===== src/rtl/tomasulo_pkg.sv =====
// Shared Tomasulo definitions: opcode constants, bus widths and the
// load-unit state encoding.
package tomasulo_pkg;

   localparam int LABEL_W = 5;
   localparam int DATA_W  = 32;
   localparam int OP_W    = 5;

   localparam logic [OP_W-1:0] OP_LW = 5'h03;

   typedef enum logic [1:0] {
      ST_IDLE = 2'd0,
      ST_MEM  = 2'd1,
      ST_WB   = 2'd2
   } lu_state_e;

endpackage


===== src/rtl/load_unit_if.sv =====
// Load-unit bus bundle: issue port from the reservation station, data-memory
// read handshake, common-data-bus arbitration and the broadcast outputs.
// The slave modport is the load unit itself.
interface load_unit_if;
   import tomasulo_pkg::*;

   logic                 issue_valid;
   logic [OP_W-1:0]      issue_op;
   logic [DATA_W-1:0]    issue_base;
   logic [DATA_W-1:0]    issue_imm;
   logic [LABEL_W-1:0]   issue_label;
   logic                 ready;

   logic                 mem_req;
   logic [DATA_W-1:0]    mem_addr;
   logic                 mem_ack;
   logic [DATA_W-1:0]    mem_rdata;

   logic                 cdb_req;
   logic                 cdb_gnt;

   logic                 BCEN;
   logic [LABEL_W-1:0]   BClabel;
   logic [DATA_W-1:0]    BCdata;
   logic                 ld_err;

   modport slave (
      input  issue_valid, issue_op, issue_base, issue_imm, issue_label,
      output ready,
      output mem_req, mem_addr,
      input  mem_ack, mem_rdata,
      output cdb_req,
      input  cdb_gnt,
      output BCEN, BClabel, BCdata, ld_err
   );

   modport master (
      output issue_valid, issue_op, issue_base, issue_imm, issue_label,
      input  ready,
      input  mem_req, mem_addr,
      output mem_ack, mem_rdata,
      input  cdb_req,
      output cdb_gnt,
      input  BCEN, BClabel, BCdata, ld_err
   );

endinterface


===== src/rtl/load_unit.sv =====
// Tomasulo load unit: accepts one load from the reservation station, reads
// data memory with a bounded wait, then broadcasts the result on the CDB.
// Optional feature: define LOAD_UNIT_ALIGN_CHK_EN to fault misaligned LW
// addresses instead of silently word-aligning them on mem_addr.
module load_unit
   import tomasulo_pkg::*;
#(
   parameter int unsigned TIMEOUT_CYC = 15
)(
   input  logic        clk,
   input  logic        rst,
   load_unit_if.slave  lu
);

   // Last wait-counter value before the memory read is abandoned.
   localparam logic [7:0] WAIT_LAST = 8'(TIMEOUT_CYC - 1);

`ifdef LOAD_UNIT_ALIGN_CHK_EN
   localparam logic [DATA_W-1:0] ADDR_MASK = 32'hFFFF_FFFF;
`else
   localparam logic [DATA_W-1:0] ADDR_MASK = 32'hFFFF_FFFC;
`endif

   lu_state_e            state_r;
   logic [LABEL_W-1:0]   label_r;
   logic [OP_W-1:0]      op_r;
   logic [DATA_W-1:0]    addr_r;
   logic [DATA_W-1:0]    data_r;
   logic                 err_r;
   logic [7:0]           wait_cnt_r;

   logic                 accept_s;
   logic [DATA_W-1:0]    eff_addr_s;
   logic                 misalign_s;
   logic                 is_lw_s;

   // Decode the issue port: acceptance, effective address and alignment fault.
   always_comb begin
      accept_s   = lu.issue_valid && (state_r == ST_IDLE) &&
                   (lu.issue_label != {LABEL_W{1'b0}});
      eff_addr_s = lu.issue_base + lu.issue_imm;
      is_lw_s    = (lu.issue_op == OP_LW);
`ifdef LOAD_UNIT_ALIGN_CHK_EN
      misalign_s = is_lw_s && (eff_addr_s[1:0] != 2'b00);
`else
      misalign_s = 1'b0;
`endif
   end

   // Single FSM: accept entry, wait for memory with timeout, broadcast on CDB.
   always_ff @(posedge clk) begin
      if (rst) begin
         state_r    <= ST_IDLE;
         label_r    <= {LABEL_W{1'b0}};
         op_r       <= {OP_W{1'b0}};
         addr_r     <= {DATA_W{1'b0}};
         data_r     <= {DATA_W{1'b0}};
         err_r      <= 1'b0;
         wait_cnt_r <= 8'd0;
      end else begin
         case (state_r)
            ST_IDLE: begin
               if (accept_s) begin
                  label_r    <= lu.issue_label;
                  op_r       <= lu.issue_op;
                  addr_r     <= eff_addr_s;
                  data_r     <= {DATA_W{1'b0}};
                  wait_cnt_r <= 8'd0;
                  err_r      <= misalign_s;
                  state_r    <= (is_lw_s && !misalign_s) ? ST_MEM : ST_WB;
               end
            end
            ST_MEM: begin
               if (lu.mem_ack) begin
                  data_r  <= lu.mem_rdata;
                  state_r <= ST_WB;
               end else if (wait_cnt_r == WAIT_LAST) begin
                  data_r  <= {DATA_W{1'b0}};
                  err_r   <= 1'b1;
                  state_r <= ST_WB;
               end else begin
                  wait_cnt_r <= wait_cnt_r + 8'd1;
               end
            end
            ST_WB: begin
               if (lu.cdb_gnt) begin
                  state_r <= ST_IDLE;
               end
            end
            default: begin
               state_r <= ST_IDLE;
            end
         endcase
      end
   end

   // Outputs are decoded from registered state; the broadcast is qualified
   // by the grant so it can never appear on the bus without one.
   always_comb begin
      lu.ready    = (state_r == ST_IDLE);
      lu.mem_req  = (state_r == ST_MEM) && (op_r == OP_LW);
      lu.mem_addr = lu.mem_req ? (addr_r & ADDR_MASK) : {DATA_W{1'b0}};
      lu.cdb_req  = (state_r == ST_WB);
      lu.BCEN     = lu.cdb_req && lu.cdb_gnt;
      lu.BClabel  = lu.BCEN ? label_r : {LABEL_W{1'b0}};
      lu.BCdata   = lu.BCEN ? data_r  : {DATA_W{1'b0}};
      lu.ld_err   = lu.BCEN && err_r;
   end

endmodule


===== src/flat_wrapper.sv =====
// flat-port wrapper written by rule: the top's interface ports become plain ports
module load_unit_flat import tomasulo_pkg::*;
#(
   parameter int unsigned TIMEOUT_CYC = 15
)
  (clk, rst, lu_issue_valid, lu_issue_op, lu_issue_base, lu_issue_imm, lu_issue_label, lu_ready, lu_mem_req, lu_mem_addr, lu_mem_ack, lu_mem_rdata, lu_cdb_req, lu_cdb_gnt, lu_BCEN, lu_BClabel, lu_BCdata, lu_ld_err);
  load_unit_if lu_i ();
  input  logic clk;
  input  logic rst;
  input wire logic [$bits(lu_i.issue_valid)-1:0] lu_issue_valid;
  input wire logic [$bits(lu_i.issue_op)-1:0] lu_issue_op;
  input wire logic [$bits(lu_i.issue_base)-1:0] lu_issue_base;
  input wire logic [$bits(lu_i.issue_imm)-1:0] lu_issue_imm;
  input wire logic [$bits(lu_i.issue_label)-1:0] lu_issue_label;
  output wire logic [$bits(lu_i.ready)-1:0] lu_ready;
  output wire logic [$bits(lu_i.mem_req)-1:0] lu_mem_req;
  output wire logic [$bits(lu_i.mem_addr)-1:0] lu_mem_addr;
  input wire logic [$bits(lu_i.mem_ack)-1:0] lu_mem_ack;
  input wire logic [$bits(lu_i.mem_rdata)-1:0] lu_mem_rdata;
  output wire logic [$bits(lu_i.cdb_req)-1:0] lu_cdb_req;
  input wire logic [$bits(lu_i.cdb_gnt)-1:0] lu_cdb_gnt;
  output wire logic [$bits(lu_i.BCEN)-1:0] lu_BCEN;
  output wire logic [$bits(lu_i.BClabel)-1:0] lu_BClabel;
  output wire logic [$bits(lu_i.BCdata)-1:0] lu_BCdata;
  output wire logic [$bits(lu_i.ld_err)-1:0] lu_ld_err;
  assign lu_i.issue_valid = lu_issue_valid;
  assign lu_i.issue_op = lu_issue_op;
  assign lu_i.issue_base = lu_issue_base;
  assign lu_i.issue_imm = lu_issue_imm;
  assign lu_i.issue_label = lu_issue_label;
  assign lu_ready = lu_i.ready;
  assign lu_mem_req = lu_i.mem_req;
  assign lu_mem_addr = lu_i.mem_addr;
  assign lu_i.mem_ack = lu_mem_ack;
  assign lu_i.mem_rdata = lu_mem_rdata;
  assign lu_cdb_req = lu_i.cdb_req;
  assign lu_i.cdb_gnt = lu_cdb_gnt;
  assign lu_BCEN = lu_i.BCEN;
  assign lu_BClabel = lu_i.BClabel;
  assign lu_BCdata = lu_i.BCdata;
  assign lu_ld_err = lu_i.ld_err;
  load_unit #(.TIMEOUT_CYC(TIMEOUT_CYC)) u_core (.clk(clk), .rst(rst), .lu(lu_i));
endmodule

===== config.mk =====
export PLATFORM = sky130hd
export DESIGN_NAME = load_unit_flat
export DESIGN_NICKNAME = d
export VERILOG_FILES = /design/src/rtl/tomasulo_pkg.sv /design/src/rtl/load_unit_if.sv /design/src/rtl/load_unit.sv /design/src/flat_wrapper.sv
export SDC_FILE = /design/constraint.sdc
export NUM_CORES = 1
export LEC_CHECK = 0
export ABC_AREA = 1
export BUFFER_PORTS_ARGS = -buffer_cell sky130_fd_sc_hd__buf_2
export CAP_MARGIN = 20
export CORE_MARGIN = 5
export CORE_UTILIZATION = 45
export DETAILED_ROUTE_END_ITERATION = 6
export GPL_TIMING_DRIVEN = 0
export PLACE_DENSITY = 0.72
export SYNTH_ARGS = -nofsm -noshare
export SYNTH_HDL_FRONTEND = slang
export SYNTH_SLANG_ARGS = --single-unit

===== constraint.sdc =====
create_clock -name clk -period 1.5 [get_ports clk]
set_input_delay 0.15 -clock clk [delete_from_list [all_inputs] [get_ports clk]]
set_output_delay 0.15 -clock clk [all_outputs]
set_load 0.01 [all_outputs]

==> flow_metrics.tcl <==
set metrics [dict create \
    avgSynthCellArea_um2 5.82 \
    final_antenna_net_count 0 \
    synth_area_leaders "dfxtp_1 (27%), nand2_1 (19%), inv_1 (14%)" \
    ys.flop_type "dfxtp_1" \
    wl_per_cell_um 13.9 \
    start_kind "flip-flop" \
    mostFrequentLayoutCell "nand2_1" \
    grt_pass1_wl_um 28400 \
    crit_arrival_ns 1.74 \
    async_flop_share 0 \
    via_per_inst 4.83 \
    hpwl_um 14100 \
    hold_start "lu_mem_rdata[21]" \
    hp-class "input pin to flip-flop" \
    hold_viol_final 0 \
    fin_skew_ns 0.00917 \
    synth_edf_count 0 \
    drive_gt1_frac 0.333 \
    post-route-period-util 1.26 \
    die_area_um2 16200 \
    die_h_um 127 \
    ys_types 38 \
    drc 0 \
    gp_congestion 0.918 \
    numCtsBuffers 9 \
    grt_pass1_vias 6222 \
    total_power_uw 10900 \
    htreeDepth 3 \
    cp_data_required_time_ns 1.35 \
    rsz0062_at_grt "true" \
    reg2reg_from "u_core.state_r[0]$_SDFFE_PP0P_" \
    min_period_ns 1.89 \
    cts_tree "done" \
    status "finished with violations" \
    synth_top_area_cell "dfxtp_1" \
    io_pins 185 \
    syn-instance-count 1063 \
    rr_worst_depth 11 \
    grt-ovfl-total 0 \
    max_freq_ghz 0.529 \
    die_x_um 127 \
    drt_iter0_drc 404 \
    synth-seq-area-share 0.268 \
    diodes 0 \
    yosys.area.top_type_share 0.268 \
    dr.pass1.iters 5 \
    power.density_nw_per_um2 1200 \
    cts-root-buf "clkbuf_16" \
    clk_transition_reported_paths_ns 0.07 \
    fp-row-count 42 \
    max-cap-violations 0 \
    critPathMaxFanout 10 \
    crit_path_end_kind "primary output" \
    tightest_slew_ns 0.652 \
    syn_to_final_growth_pct 47.2 \
    total_leakage_power_uw 0.00457 \
    layout_common_cells "nand2_1 (289), inv_1 (228), buf_2 (141)" \
    violations "setup timing" \
    peakVddDrop_uv 745 \
    grt_max_degree 15 \
    setup-violations-final 98 \
    yosysWarnings 0 \
    portBuffers 181 \
    hold_depth 3 \
    maxSlewViolCount 0 \
    dp_slack_ns -0.287 \
    cts.sinks 83 \
    dr_total_vias 7066 \
    start_util 0.464 \
    synth_seq_cells 83 \
    clk_latency_ns 0.34 \
    cts_buffer_depth 2 \
    finalWorstSetupSlack_ns -0.389 \
    criticalPathCategory "flip-flop to primary output" \
    grt_use_total 0.211 \
    core_area_um2 13300 \
    synth_area_um2 6190 \
    hold_buffers 0 \
    wl_um 20400 \
    layout.nets 1425 \
    antenna_found_initial 0 \
    critPathLaunch "u_core.state_r[0]$_SDFFE_PP0P_" \
    slew_headroom 0.565 \
]
## where the power goes
group	switching (uW)	total, uW	internal (uW)
clock	914	2540	1620
combinational	3250	5500	2250
sequential	212	2860	2640
## stage by stage
stage | TNS [ns] | hold slack (ns) | std cells | area, um^2 | util
2_1_floorplan | 0 | 0.297 | 1064 | 6200 | -
3_3_place_gp | -10.70 | 0.407 | 1421 | 7330 | 0.549
3_5_place_dp | -11.48 | 0.411 | 1421 | 7330 | 0.549
4_1_cts | -19.00 | 0.0498 | 1441 | 7880 | 0.590
5_1_grt | -28.42 | 0.0688 | 1463 | 9110 | 0.683
6_report | -22.83 | 0.0665 | 1463 | 9110 | 0.683
## state kept, by name (all words and copies together), names as in the netlist
register and cells:
u_core.op_r 5, u_core.addr_r 30, u_core.label_r 5, u_core.wait_cnt_r 8, u_core.state_r 2, u_core.data_r 32
u_core.err_r 1
## area by class of cell
cell class / instances / area (um^2)
Sequential cell: 83 / 1670
Fill cell: 1102 / 4240
Buffer: 30 / 283
Multi-Input combinational cell: 714 / 4220
Timing Repair Buffer: 206 / 1450
Clock inverter: 7 / 116
Clock buffer: 9 / 225
Tap cell: 176 / 220
Inverter: 238 / 921
## repair_timing
| item | 4_1_cts | 5_1_grt |
|---|---|---|
| endpoints found under the setup margin | 101 | 132 |
| buffers inserted | 3 | 15 |
| pin swaps | 3 | 14 |
| gates resized for setup | 56 | 262 |
| gates cloned | 1 | 7 |
## metal layers
| layer | vias to the layer above | GRT usage | wire, um |
|---|---|---|---|
| li1 | 3627 | - | - |
| met1 | 3112 | 0.269 | 8140 |
| met2 | 267 | 0.364 | 10300 |
| met3 | 60 | 0.0246 | 1150 |
| met4 | 0 | 0.0826 | 755 |
| met5 | - | 0 | 0 |
## cell families (layout without fill, tap and decap cells)
kind of cell    Yosys count  in the layout  synth area share
buf+inv                 268            490             0.173
compound gates          134            134             0.118
other cells               1              2          0.000606
fa+ha+maj                32             32            0.0647
xor+xnor                 16             16            0.0226
flops                    83             83             0.268
simple gates            529            530             0.352
## final timing paths
kind | endpoint | slack [ns]
hold / removal | u_core.data_r[21]$_SDFFE_PP0P_ | 0.07
setup / recovery | lu_mem_addr[26] | -0.39
hold reg to reg | u_core.data_r[21]$_SDFFE_PP0P_ | 0.46
setup reg to reg | u_core.data_r[20]$_SDFFE_PP0P_ | -0.09
## worst max-delay path, cell delays in order (launching register included)
cell and delay, ns:
dfxtp_4 0.36, inv_4 0.04, nor2_4 0.12, nand3_2 0.09
nor4_4 0.23, inv_2 0.13, buf_6 0.17, nor2_1 0.11
buf_2 0.15
## synth_stat cells, types with 2 or more instances
cell type,n
nand2_1,318
inv_1,232
nor2_1,132
a21oi_1,87
dfxtp_1,83
nand3_1,38
ha_1,32
o21ai_0,29
xor2_1,15
clkbuf_1,12
nand2_2,12
a21oi_2,9
nand4_1,9
buf_2,8
buf_6,6
inv_2,5
nor3_1,5
and2_1,3
o21bai_1,3
buf_1,2
buf_4,2
nand2_4,2
nor2_2,2
nor2_4,2
o32ai_1,2
Note: power is estimated with default switching activity, not from simulation.
